File: src/rtl/rr_arb_pkg.sv
// rtl/rr_arb_pkg.sv - shared state type and index helper for the round-robin index arbiter
package rr_arb_pkg;

   typedef enum logic {IDLE, OFFER} arb_state_t;

   // Advance an index by one, wrapping back to 0 past the last requester.
   function automatic int wrap_inc(input int idx, input int req);
      return (idx + 1 >= req) ? 0 : idx + 1;
   endfunction

endpackage

File: src/rtl/pri_enc.sv
// rtl/pri_enc.sv - find-first-set (lowest index wins) to binary, with a hit flag
module pri_enc #(
   parameter int N = 8,
   parameter int W = $clog2(N)
) (
   input  logic [N-1:0] vec,
   output logic [W-1:0] idx,
   output logic         hit
);

   // Scan from the top down, so the lowest set bit is the last to write idx.
   always_comb begin
      idx = '0;
      hit = 1'b0;
      for (int i = N - 1; i >= 0; i--) begin
         if (vec[i]) begin
            idx = W'(i);
            hit = 1'b1;
         end
      end
   end

endmodule

File: src/rtl/rr_idx_arb.sv
// rtl/rr_idx_arb.sv - round-robin arbiter with a registered binary grant index and valid/ready offer
module rr_idx_arb
   import rr_arb_pkg::*;
#(
   parameter int   REQ = 8,
   parameter int   IDX = $clog2(REQ),
   parameter logic ACT = 1'b1
) (
   input  logic           clk,
   input  logic           reset_,
   input  logic [REQ-1:0] req,
   input  logic           lock,
   input  logic           ready,
   output logic           valid,
   output logic [IDX-1:0] grant_idx
);

   localparam logic [IDX:0] REQ_W = (IDX + 1)'(REQ);

   arb_state_t     state_q, state_d;
   logic [IDX-1:0] grant_q, grant_d;
   logic [IDX-1:0] ptr_q, ptr_d;
   logic [IDX-1:0] next_ptr, search_ptr, enc_idx, winner;
   logic [REQ-1:0] act_req, rot;
   logic [IDX:0]   rot_src, win_sum;
   logic           accept, hit;

   assign valid     = (state_q == OFFER);
   assign grant_idx = grant_q;
   assign accept    = valid && ready;

   // The reload on an accept edge must already see the post-accept pointer.
   assign next_ptr   = lock ? grant_q : IDX'(wrap_inc(int'(grant_q), REQ));
   assign search_ptr = accept ? next_ptr : ptr_q;

   always_comb begin
      act_req = '0;
      rot     = '0;
      rot_src = '0;
      for (int i = 0; i < REQ; i++) begin
         act_req[i] = (req[i] == ACT);
      end
      // Rotate right by search_ptr so position 0 is the highest-priority candidate.
      for (int i = 0; i < REQ; i++) begin
         rot_src = {1'b0, IDX'(i)} + {1'b0, search_ptr};
         if (rot_src >= REQ_W) rot_src = rot_src - REQ_W;
         rot[i] = act_req[rot_src[IDX-1:0]];
      end
   end

   pri_enc #(.N(REQ), .W(IDX)) u_pri_enc (
      .vec (rot),
      .idx (enc_idx),
      .hit (hit)
   );

   always_comb begin
      win_sum = {1'b0, enc_idx} + {1'b0, search_ptr};
      if (win_sum >= REQ_W) win_sum = win_sum - REQ_W;
      winner = win_sum[IDX-1:0];
   end

   always_comb begin
      state_d = state_q;
      grant_d = grant_q;
      ptr_d   = ptr_q;
      if (accept) ptr_d = next_ptr;
      if (state_q == IDLE || accept) begin
         if (hit) begin
            state_d = OFFER;
            grant_d = winner;
         end else begin
            state_d = IDLE;
         end
      end
   end

   always_ff @(posedge clk or negedge reset_) begin
      if (!reset_) begin
         state_q <= IDLE;
         grant_q <= '0;
         ptr_q   <= '0;
      end else begin
         state_q <= state_d;
         grant_q <= grant_d;
         ptr_q   <= ptr_d;
      end
   end

endmodule

File: config.mk
export PLATFORM = sky130hd
export DESIGN_NAME = rr_idx_arb
export DESIGN_NICKNAME = d
export VERILOG_FILES = /design/src/rtl/rr_arb_pkg.sv /design/src/rtl/pri_enc.sv /design/src/rtl/rr_idx_arb.sv
export SDC_FILE = /design/constraint.sdc
export NUM_CORES = 1
export LEC_CHECK = 0
export CORE_MARGIN = 5
export CORE_UTILIZATION = 40
export CTS_CLUSTER_DIAMETER = 120
export CTS_CLUSTER_SIZE = 25
export DETAILED_ROUTE_END_ITERATION = 7
export PLACE_DENSITY = 0.62
export SYNTH_ARGS = -nofsm -noshare
export SYNTH_HDL_FRONTEND = slang
export SYNTH_SLANG_ARGS = --single-unit
File: constraint.sdc
create_clock -name clk -period 9.86 [get_ports clk]
set_input_delay 1.972 -clock clk [delete_from_list [all_inputs] [get_ports clk]]
set_output_delay 1.972 -clock clk [all_outputs]
set_load 0.02 [all_outputs]
# ---- After elaboration in Yosys (flattened, before gate mapping)
# Cells that the tools add are included.
dict set report totals {
  regBits 7
  inputBits 12
  output_inout_bits 4
  elab_cells 88
}
dict set report classes {
  n_addsub 18
  magnitude_cmp 18
  mux 45
  bitwise_logic 1
  n_reduce_logical 3
}
# op count
set op_table {}
lappend op_table {{$mux 3} 20}
lappend op_table {{$ge 4x4->1 const B} 9}
lappend op_table {{$lt 3x4->1 const B} 8}
lappend op_table {{$sub 3x1->3 const B} 9}
lappend op_table {{$bmux 1 s3} 8}
lappend op_table {{$mux 1} 17}
lappend op_table {{$add 3x3->4 const A} 4}
lappend op_table {{$add 2x3->4 const A} 2}
lappend op_table {{$add 1x3->4 const A} 1}
lappend op_table {{$add 3x1->4 const B} 1}
lappend op_table {{$add 3x3->4} 1}
lappend op_table {{$ge 3x4->1 const B} 1}
lappend op_table {{$reduce_and 2->1} 1}
lappend op_table {{$logic_and 1x1->1} 1}
lappend op_table {{$logic_or 1x1->1} 1}
lappend op_table {{$not 1->1} 1}

# ---- Longest topological paths before layout
dict set report logic_depth {
  depth_word 21
  mapped_depth 16
  depth_no_buf 16
}

# ---- Modules after synthesis
# Synthesis repeated with hierarchy kept, for this count alone.
dict set report hier_totals {
  cells_unflattened 76
  hier_area_um2 764.5
}
# module n_inst cells_each area_per_inst_um2 seq_area_each_um2
set modules_own_cells {}
lappend modules_own_cells {rr_idx_arb 1 63 684.4 175.2}
lappend modules_own_cells {pri_enc 1 13 80.1 0.0}

# ---- Worst setup path after synthesis
# OpenSTA, ideal clock, no wires.
dict set report synth_timing {
  path_type {input -> register}
  startpoint {input ready}
  endpoint {register grant_q[1], in the netlist grant_idx[1]}
  setup_time_ps 125
  t_arrival_ps 5066
  required_time_ps 9735
  path_slack_ps 4669
  path_stages 12
  n_path_buf 1
  path_cell_list {and2_1 buf_2 mux2i_4 ha_1 mux4_2 nand2_1 o221ai_1 or2_0 mux4_2 a21oi_1 fa_1 mux2_4}
}
dict set report synth_between {
  elab_chain_cells 18
  word_cells_on_any_way 71
  classes_between {add/sub: 17; order compare: 9; mux: 42; reduce/logical: 3}
}
# item line
set synth_lines {}
lappend synth_lines {{start, declared} rr_idx_arb.sv:13} ;# input logic ready,
lappend synth_lines {{$logic_and 1x1->1 (*)} rr_idx_arb.sv:30} ;# assign accept = valid && ready;
lappend synth_lines {{$mux 3 (*)} rr_idx_arb.sv:34} ;# assign search_ptr = accept ? next_ptr : ptr_q;
lappend synth_lines {{$add 3x3->4} rr_idx_arb.sv:45} ;# rot_src = {1'b0, IDX'(i)} + {1'b0, search_ptr};
lappend synth_lines {{$ge 4x4->1 / $sub 3x1->3 (equally long branches)} rr_idx_arb.sv:46} ;# if (rot_src >= REQ_W) rot_src = rot_src - REQ_W;
lappend synth_lines {{$mux 3} rr_idx_arb.sv:46}
lappend synth_lines {{$bmux 1 s3} rr_idx_arb.sv:47} ;# rot[i] = act_req[rot_src[IDX-1:0]];
lappend synth_lines {{$mux 1 (not written as such)} rr_idx_arb.sv:47}
lappend synth_lines {{$mux 3 (8 in a row)} pri_enc.sv:16} ;# if (vec[i]) begin
lappend synth_lines {{$add 3x3->4 (*)} rr_idx_arb.sv:58} ;# win_sum = {1'b0, enc_idx} + {1'b0, search_ptr};
lappend synth_lines {{$ge 4x4->1 / $sub 3x1->3 (equally long branches)} rr_idx_arb.sv:59} ;# if (win_sum >= REQ_W) win_sum = win_sum - REQ_W;
lappend synth_lines {{$mux 3 (*)} rr_idx_arb.sv:59}
lappend synth_lines {{named net win_sum[1]} rr_idx_arb.sv:25} ;# logic [IDX:0] rot_src, win_sum;
lappend synth_lines {{end signal, assigned} rr_idx_arb.sv:85} ;# grant_q <= grant_d;
lappend synth_lines {{end, declared} rr_idx_arb.sv:21} ;# logic [IDX-1:0] grant_q, grant_d;
# Mark *: on every way through the listed nets, which the timed path passes. The rest lies on a longest branch. The select of a mux whose other input is x is not followed.
# A chain may end at the register's enable or synchronous reset.

# ---- Final worst setup path
dict set report layout_timing {
  startpoint {input lock}
  endpoint {register grant_q[2], in the netlist grant_idx[2]}
}
dict set report layout_between {
  elab_chain_cells 18
  word_cells_on_any_way 70
  classes_between {add/sub: 17; order compare: 9; mux: 43; reduce/logical: 1}
}
# item line
set layout_lines {}
lappend layout_lines {{start, declared} rr_idx_arb.sv:12} ;# input logic lock,
lappend layout_lines {{$mux 3 (*)} rr_idx_arb.sv:33} ;# assign next_ptr = lock ? grant_q : IDX'(wrap_inc(int'(grant_q), REQ));
lappend layout_lines {{$mux 3 (*)} rr_idx_arb.sv:34}
lappend layout_lines {{$add 3x3->4} rr_idx_arb.sv:45}
lappend layout_lines {{$ge 4x4->1 / $sub 3x1->3 (equally long branches)} rr_idx_arb.sv:46}
lappend layout_lines {{$mux 3} rr_idx_arb.sv:46}
lappend layout_lines {{$bmux 1 s3} rr_idx_arb.sv:47}
lappend layout_lines {{$mux 1 (not written as such)} rr_idx_arb.sv:47}
lappend layout_lines {{$mux 3 (8 in a row)} pri_enc.sv:16}
lappend layout_lines {{$add 3x3->4} rr_idx_arb.sv:58}
lappend layout_lines {{$ge 4x4->1 / $sub 3x1->3 (equally long branches)} rr_idx_arb.sv:59}
lappend layout_lines {{$mux 3} rr_idx_arb.sv:59}
# Mark *: on every way between the ends. The rest lies on a longest branch, timed or not. The select of a mux whose other input is x is not followed.

==> flow_summary.toml <==
[routing]
wl_per_cell_um = 15.23
drt_pass1_iterations = 4
wirelength_um = 2193
dr_total_vias = 813
ant_nets = 0
drt_iter0_markers = 79
vias_per_cell = 5.646
drc_errors = 0

[setup_path]
reg2reg_from = "grant_idx[0]"
start_kind = "input port"
rr_endpoint = "grant_idx[2]"
crit_path_end_kind = "register"
r2r_cells = 16
rrSetupSlack_ns = 5.63
crit_arrival_ns = 5.99
path_max_fanout = 8
startpoint = "lock"
required_ns = 9.97
worstSetupPathType = "input port to register"

[synth]
ys.warnings.count = 0
syn_nets = 115
postSynthAreaPerCell_um2 = 10.65
ys_ff_latch = 7
yosysUniqueCellTypes = 33
synthFlopType = "dfrtp_1"
syn_inst = 97
synth-edff-count = 0
seq_area_frac_synth = 0.1695
syn_area_um2 = 1033
ys_async_sr_fraction = 1.000

[timing]
fin_setup_tns_ns = 0
setup_viol = 0
slew_viol_final = 0
slew_headroom = 0.6382
rsz0062_at_grt = "false"
fin_skew_ns = 0.002966
fmax_mhz = 170.3
period_needed_ns = 5.873
finalCritPeriodShare = 0.5956
final-hold-violation-count = 0
tightestPinTransition_ns = 0.5427

[global_route]
grt-ovfl-total = 0
grt_use_met2 = 0.2137
grt_use_met1 = 0.1846
grt_pass1_wl_um = 3698
grt_pass1_vias = 812
top_usage_layer = "met2"
grt_max_degree = 9
grt.met3_usage = 0.01489
grt_antenna_before_repair = 0
gr-usage-all-layers = 0.1310

[cells_and_area]
syn_to_final_growth_pct = 19.85
final_cell_mix = "15 x clkdlybuf4s50_1, 13 x mux2i_1, 8 x nand2_1, 8 x mux4_2, 8 x nor2_1"
layout_commonest_cell = "clkdlybuf4s50_1"
drive_above_1_share = 0.2193
nNetsFinal = 133
n_antenna_cell = 0

[clocking]
postCtsHoldBufs = 0
ctsResizeCount = 0
clkSinkCount = 7
post_cts_buffers = 0
cts_buffers = 3
htreeDepth = 1
cts_root_buffer = "clkbuf_4"
cts.path.max_buffers = 2
clkLatencyLatePin_ns = 0.24
cts_tree = "built"
cts.clk_slew.worst_paths_ns = 0.05

[worst_hold_path]
hp-class = "register to register"
min_path_cells = 1
min_to = "grant_idx[1]"
hp-start = "grant_idx[1]"

[floorplan]
die_x_um = 60.83
num_io_pins = 16
start_util = 0.4172
dieArea_um2 = 3700
core_um2 = 2477
num_rows = 18
chipHeight_um = 60.83

[placement]
finalWeightedCongestion = 0.7826
hpwl_um = 1805
io_buffers = 15

[status]
status = "complete, no violations"

[flow_run]
cap_violations = 0
worst max-delay path: stages:
cell and delay (ns):
clkdlybuf4s50_1 0.56, mux2_2 0.40, mux2i_4 0.31, ha_1 0.35
mux4_2 0.29, nand2_1 0.08, o221ai_1 0.26, mux2_2 0.37
o22ai_1 0.18, a21oi_1 0.11, ha_1 0.21, fa_1 0.37
xnor2_1 0.21, a31oi_1 0.06, mux2i_1 0.15, o22ai_1 0.09
per-layer routing:
layer | vias to the layer above | share of wire
met2 | 26 | 0.49
li1 | 400 | -
met1 | 385 | 0.46
met5 | - | 0
met4 | 0 | 0.0036
met3 | 2 | 0.053
flip-flops by register name (all words and copies together) (netlist names):
signal	flops
ptr_q	3
valid	1
grant_idx	3
final cells by class:
type / instances / area, um2
fillers: 223 / 1239
multi-input cells: 84 / 834.6
flip-flops and latches: 7 / 175.2
repair buffers: 15 / 150.1
well taps: 30 / 37.54
clock buffers: 4 / 26.28
inverters: 4 / 15.01
metrics by stage:
| stage | instance area [um2] | utilization | worst slack (ns) | hold slack [ns] | std cells |
|---|---|---|---|---|---|
| floorplan | 1033 | - | 4.669 | 0.6717 | 97 |
| global placement | 1212 | 0.4894 | 3.817 | 0.5774 | 140 |
| detailed placement | 1212 | 0.4894 | 3.748 | 0.5964 | 140 |
| CTS | 1239 | 0.5000 | 4.006 | 0.6067 | 144 |
| global route | 1239 | 0.5000 | 3.721 | 0.6361 | 144 |
| finish | 1239 | 0.5000 | 3.987 | 0.6040 | 144 |
worst max path at each step:
stage          cells after the start      endpoint
6_report                          16  grant_idx[2]
5_1_grt                           15  grant_idx[2]
4_1_cts                           15  grant_idx[2]
3_5_place_dp                      15  grant_idx[2]
3_3_place_gp                      12  grant_idx[1]
2_1_floorplan                     12  grant_idx[1]
synth_stat cells (3+ instances only):
cell type / n / area (um2)
nand2_1: 8 / 30.03
mux2i_1: 13 / 130.1
ha_1: 5 / 62.56
or2_1: 3 / 18.77
mux4_2: 8 / 180.2
nor2b_1: 3 / 18.77
mux2_2: 6 / 67.56
dfrtp_1: 7 / 175.2
nor2_1: 8 / 30.03
xnor2_1: 4 / 35.03
inv_1: 4 / 15.01
logic make-up (layout without fill, tap and decap cells):
family,after synthesis,count (layout),share of synthesized area
AOI/OAI and AO/OA,11,11,0.07507
xor gates and xnor gates,6,6,0.05811
adders and majority gates,6,6,0.07990
buffers and inverters,6,23,0.02299
DFF,7,7,0.1695
muxes,31,31,0.4382
and+or+nand+nor,30,30,0.1562
Power is not shown: default switching activity piles up to over one toggle a cycle in this logic, so the estimate is an artifact.
